## src/rtl/error_event_logger.sv

```systemverilog
// rtl/error_event_logger.sv - error event classifier with saturating counters and a FWFT event log
// One entry per accepted event cycle; irq is registered from next-state flags and occupancy.
module error_event_logger #(
  parameter int ADDR_WIDTH = 32,
  parameter int FIFO_DEPTH = 8,
  parameter int CNT_WIDTH  = 16
) (
  input  logic                          clk,
  input  logic                          rst,
  input  logic                          ev_single,
  input  logic                          ev_double,
  input  logic                          ev_burst,
  input  logic                          ev_address,
  input  logic                          ev_control,
  input  logic [ADDR_WIDTH-1:0]         ev_addr,
  input  logic                          log_enable,
  input  logic                          clear,
  input  logic [$clog2(FIFO_DEPTH):0]   irq_threshold,
  input  logic                          pop,
  output logic                          log_valid,
  output logic [2:0]                    log_type,
  output logic                          log_multi,
  output logic [ADDR_WIDTH-1:0]         log_addr,
  output logic [$clog2(FIFO_DEPTH):0]   fifo_count,
  output logic [CNT_WIDTH-1:0]          cnt_single,
  output logic [CNT_WIDTH-1:0]          cnt_double,
  output logic [CNT_WIDTH-1:0]          cnt_burst,
  output logic [CNT_WIDTH-1:0]          cnt_address,
  output logic [CNT_WIDTH-1:0]          cnt_control,
  output logic [CNT_WIDTH-1:0]          drop_count,
  output logic                          overflow,
  output logic                          irq
);
  localparam int PW = $clog2(FIFO_DEPTH);
  localparam int CW = PW + 1;
  localparam logic [CW-1:0] DEPTH_C = CW'(FIFO_DEPTH);

  typedef logic [CNT_WIDTH-1:0] cnt_t;

  function automatic cnt_t sat_inc(input cnt_t v, input logic inc);
    return (inc && (v != '1)) ? v + cnt_t'(1) : v;
  endfunction

  logic [2:0]            type_mem_q  [FIFO_DEPTH];
  logic                  multi_mem_q [FIFO_DEPTH];
  logic [ADDR_WIDTH-1:0] addr_mem_q  [FIFO_DEPTH];

  logic [PW-1:0]       rd_ptr_q, rd_ptr_d, wr_ptr_q, wr_ptr_d;
  logic [CW-1:0]       count_q, count_d;
  logic [4:0][CNT_WIDTH-1:0] cnt_q, cnt_d;
  cnt_t                drop_q, drop_d;
  logic                overflow_q, overflow_d, fatal_q, fatal_d, irq_q, irq_d;

  logic [4:0]          ev_vec;
  logic                ev_cycle, pop_ok, push_ok, drop;
  logic [2:0]          entry_type;
  logic                entry_multi;

  always_comb begin
    // Bit order matches the cnt_q lanes: single, double, burst, address, control.
    ev_vec      = {ev_control, ev_address, ev_burst, ev_double, ev_single};
    ev_cycle    = log_enable && (ev_vec != 5'd0);
    pop_ok      = pop && (count_q != '0);
    push_ok     = ev_cycle && ((count_q != DEPTH_C) || pop_ok);
    drop        = ev_cycle && (count_q == DEPTH_C) && !pop_ok;
    entry_multi = (ev_vec & (ev_vec - 5'd1)) != 5'd0;

    entry_type = 3'd0;
    if (ev_control)      entry_type = 3'd5;
    else if (ev_address) entry_type = 3'd4;
    else if (ev_double)  entry_type = 3'd2;
    else if (ev_burst)   entry_type = 3'd3;
    else if (ev_single)  entry_type = 3'd1;

    wr_ptr_d = wr_ptr_q + (push_ok ? PW'(1) : PW'(0));
    rd_ptr_d = rd_ptr_q + (pop_ok ? PW'(1) : PW'(0));
    count_d  = count_q + CW'(push_ok) - CW'(pop_ok);

    // Clear takes effect first so a same-cycle event lands on the zeroed value.
    cnt_d = cnt_q;
    for (int i = 0; i < 5; i++) begin
      cnt_d[i] = sat_inc(clear ? cnt_t'(0) : cnt_q[i], ev_cycle && ev_vec[i]);
    end
    drop_d     = sat_inc(clear ? cnt_t'(0) : drop_q, drop);
    overflow_d = (!clear && overflow_q) || drop;
    fatal_d    = (!clear && fatal_q) || (ev_cycle && (ev_double || ev_address || ev_control));
    irq_d      = fatal_d || overflow_d ||
                 ((irq_threshold != '0) && (count_d >= irq_threshold));
  end

  always_ff @(posedge clk or posedge rst) begin
    if (rst) begin
      rd_ptr_q   <= '0;
      wr_ptr_q   <= '0;
      count_q    <= '0;
      cnt_q      <= '0;
      drop_q     <= '0;
      overflow_q <= 1'b0;
      fatal_q    <= 1'b0;
      irq_q      <= 1'b0;
    end else begin
      rd_ptr_q   <= rd_ptr_d;
      wr_ptr_q   <= wr_ptr_d;
      count_q    <= count_d;
      cnt_q      <= cnt_d;
      drop_q     <= drop_d;
      overflow_q <= overflow_d;
      fatal_q    <= fatal_d;
      irq_q      <= irq_d;
    end
  end

  always_ff @(posedge clk) begin
    if (push_ok) begin
      type_mem_q[wr_ptr_q]  <= entry_type;
      multi_mem_q[wr_ptr_q] <= entry_multi;
      addr_mem_q[wr_ptr_q]  <= ev_addr;
    end
  end

  // Head fields are masked so stale storage never leaks out while empty.
  assign log_valid   = count_q != '0;
  assign log_type    = log_valid ? type_mem_q[rd_ptr_q]  : 3'd0;
  assign log_multi   = log_valid ? multi_mem_q[rd_ptr_q] : 1'b0;
  assign log_addr    = log_valid ? addr_mem_q[rd_ptr_q]  : '0;
  assign fifo_count  = count_q;
  assign cnt_single  = cnt_q[0];
  assign cnt_double  = cnt_q[1];
  assign cnt_burst   = cnt_q[2];
  assign cnt_address = cnt_q[3];
  assign cnt_control = cnt_q[4];
  assign drop_count  = drop_q;
  assign overflow    = overflow_q;
  assign irq         = irq_q;

endmodule

```

## config.mk

```make
export PLATFORM = sky130hd
export DESIGN_NAME = error_event_logger
export DESIGN_NICKNAME = d
export VERILOG_FILES = /design/src/rtl/error_event_logger.sv
export SDC_FILE = /design/constraint.sdc
export NUM_CORES = 1
export LEC_CHECK = 0
export ABC_AREA = 1
export BUFFER_PORTS_ARGS = -buffer_cell sky130_fd_sc_hd__buf_2
export CAP_MARGIN = 10
export CORE_MARGIN = 1.5
export CORE_UTILIZATION = 40
export DETAILED_ROUTE_END_ITERATION = 10
export PLACE_DENSITY_LB_ADDON = 0.3
export SLEW_MARGIN = 20
export SYNTH_ARGS = -nofsm -noshare
export SYNTH_HDL_FRONTEND = slang
export SYNTH_SLANG_ARGS = --single-unit
```

## constraint.sdc

```tcl
create_clock -name clk -period 5.12 [get_ports clk]
set_input_delay 0.512 -clock clk [delete_from_list [all_inputs] [get_ports clk]]
set_output_delay 0.512 -clock clk [all_outputs]
set_load 0.02 [all_outputs]
```

==> impl_metrics.yaml <==
status:
  outcome: "finished with violations"
  violations: "design-rule violations"
timing:
  setup_violations: 0
  hold-worst-slack_ns: 0.218
  period_share_pct: 74.3
  clock.fmax_mhz: 263
  tightest_slew_ns: 0.981
  hold_viol: 0
  finalMaxSlewViolations: 0
  grt_setup_unrepaired: "no"
  fin_crit_ns: 3.80
  clock_skew_ns: 0.00826
  maxSlewHeadroom_pct: 34.5
  fin_setup_tns_ns: 0
power_and_ir_drop:
  p_sw_share_pct: 35.8
  ir_drop_uv: 297
  leakage_nw: 8.99
  pwr-share-comb_pct: 30.8
  p_int_mw: 6.76
  clkPwrFrac_pct: 30.6
  switching_power_mw: 3.76
  p_seq_share_pct: 38.6
  powerDensity_nw_per_um2: 479
global_routing:
  grt_max_degree: 80
  antenna_found_initial: 2
  grt_usage_pct: 19.0
  grt_pass1_wl_um: 75000
  first_global_vias: 14400
  grt-ovfl-total: 0
critical_path:
  cpMostUsedCell: "nor2_1"
  critPathCaptureType: "primary output"
  path_max_fanout: 76
  worst_ep_required_time_ns: 4.61
  arrival_ns: 3.29
  setup.worst_path.class: "reg2out"
  r2r_slack_ns: 1.68
  cp_slowest_cell: "buf_4"
  startpoint_type: "register"
  critical_path.max_stage_delay_ns: 0.75
  cp_cell_sequence: "buf_4 > buf_4 > nor2_1 > nor2_1 > o21ai_0 > o21ai_0 > nor2_1 > nor2_1 > buf_2"
clock_network:
  cts_resized: 0
  cts_sinks: 397
  cts_setup_buffers: 0
  cts_tree: "yes"
  clk_path_buf_depth: 3
  clk_pin_slew_ns: 0.06
  cts_made_buffers: 45
  htree_levels: 2
  postCtsHoldBufs: 1
  clk_latency_ns: 0.57
  root_buffer: "clkbuf_16"
final_layout:
  layout.nets: 2317
  area_delta_synth_final_pct: 15.6
  final_common_cell: "nand2_1"
  drive_gt1_share_pct: 14.7
  mostFrequentLayoutCells: "nand2_1, nor2_1, edfxtp_1, o21ai_0, buf_2"
route:
  drt-total-wl_um: 46300
  via_count: 14500
  via_per_inst: 5.02
  wl_per_cell_um: 16.0
  ant_nets: 0
  drt-pass1-iter-count: 8
  drc: 7
  drt_iter0_markers: 778
job:
  max_cap_viol_count: 0
floorplanning:
  start_util_pct: 40.7
  dieHeight_um: 221
  coreArea_um2: 46700
  die-area_um2: 48800
  ios: 185
  fp-row-count: 79
  die_x_um: 221
placed_design:
  gp_congestion: 0.846
  io_buffers: 184
  place_hpwl_um: 29700
yosys:
  synth_nets: 2146
  ys.flop_type: "edfxtp_1"
  synth_edf_count: 288
  async_flop_share_pct: 27.5
  synth_area_um2: 19000
  ys_seq_area_share_pct: 59.9
  synth_area_per_cell_um2: 9.13
  yosysWarnings: 0
  syn_inst: 2079
  yosys_register_bits: 397
  synth_cell_types: 35
worst_hold_path:
  min_path_type: "in2reg"
-- state kept, by name (all words and copies together), names as in the netlist --
name and count:
type_mem_q 24, cnt_address 16, drop_count 16, irq 1
overflow 1, wr_ptr_q 3, cnt_double 16, cnt_control 16
rd_ptr_q 3, cnt_burst 16, multi_mem_q 8, addr_mem_q 256
fatal_q 1, cnt_single 16, fifo_count 4
-- logic make-up (layout without fill, tap and decap cells) --
group / count (synthesis) / count (layout) / synth area share (%)
buffers and inverters: 237 / 443 / 5.42
other: 0 / 2 / 0
flip-flops: 397 / 397 / 59.9
XOR/XNOR: 38 / 38 / 1.75
AO/OA/AOI/OAI: 313 / 313 / 8.53
adder cells (fa/ha/maj): 21 / 21 / 1.42
AND/OR/NAND/NOR: 1073 / 1073 / 22.9
-- power groups by stage --
stage | Combinational [mW] | Clock (mW) | Sequential (mW)
final | 3.24 | 3.22 | 4.06
after global routing | 3.63 | 3.42 | 4.10
after CTS | 3.30 | 3.30 | 4.06
after detailed placement | 3.28 | 0 | 4.12
after global placement | 3.22 | 0 | 4.11
after floorplan | 2.22 | 0 | 4.05
-- worst paths after layout --
| path | from | to | cells past startpoint |
|---|---|---|---|
| worst max-delay path | rd_ptr_q[0]$_DFF_PP0_ | log_multi | 9 |
| worst min-delay path | ev_addr[31] | addr_mem_q[7][31]$_DFFE_PP_ | 1 |
| worst max register to register | fifo_count[2]$_DFF_PP0_ | irq$_DFF_PP0_ | 17 |
| worst min register to register | overflow$_DFF_PP0_ | overflow$_DFF_PP0_ | 2 |
| max in group asynchronous | rst | rd_ptr_q[0]$_DFF_PP0_ | 4 |
| min in group asynchronous | rst | drop_count[5]$_DFF_PP0_ | 3 |
-- through the flow --
| step | util (%) | instances | cell area, um^2 | total power [mW] | setup slack [ns] |
|---|---|---|---|---|---|
| after floorplan | - | 2079 | 19000 | 6.27 | 1.73 |
| after global placement | 43.9 | 2809 | 20500 | 7.34 | 1.76 |
| after detailed placement | 43.9 | 2809 | 20500 | 7.41 | 1.69 |
| after CTS | 47.0 | 2892 | 21900 | 10.7 | 1.23 |
| after global routing | 47.0 | 2894 | 21900 | 11.1 | 1.03 |
| final | 47.0 | 2894 | 21900 | 10.5 | 1.32 |
-- synthesized netlist by cell type, drive strengths merged (3+ instances only) --
master  instances  area (um^2)
ha             20          250
o21ai         307         1580
edfxtp        288         8650
nand3b          3         22.5
nand3          83          420
a21oi           3         15.0
nand4          20          125
xnor2          15          131
buf            45          308
clkbuf         40          150
nor2          477         1920
dfrtp         109         2730
xor2           23          201
inv           151          567
nand2         485         1840
-- metal layers --
| layer | wire, um | global-route usage [%] | vias to the layer above | part of all wire (%) |
|---|---|---|---|---|
| met5 | 0 | 0 | - | 0 |
| li1 | - | - | 7197 | - |
| met3 | 3200 | 5.19 | 62 | 6.9 |
| met2 | 22800 | 33.4 | 351 | 49 |
| met4 | 957 | 5.18 | 0 | 2.1 |
| met1 | 19400 | 22.9 | 6921 | 42 |
-- critical path: cells and delay by family (launching register included) --
family | cells | cell delay [ns]
AND/OR/NAND/NOR | 4 | 0.53
AO/OA/AOI/OAI | 2 | 0.20
buffers and inverters | 3 | 1.54
flip-flops | 1 | 0.41
-- layout make-up --
cell class,count,area [um^2]
well taps,607,759
inverters,152,574
clock inverters,24,288
diodes,2,5.00
repair buffers,209,1120
clock buffers,58,1170
flip-flops and latches,397,11400
multi-input cells,1445,6630
fillers,4385,24700
Power figures use the tool's default switching activity.
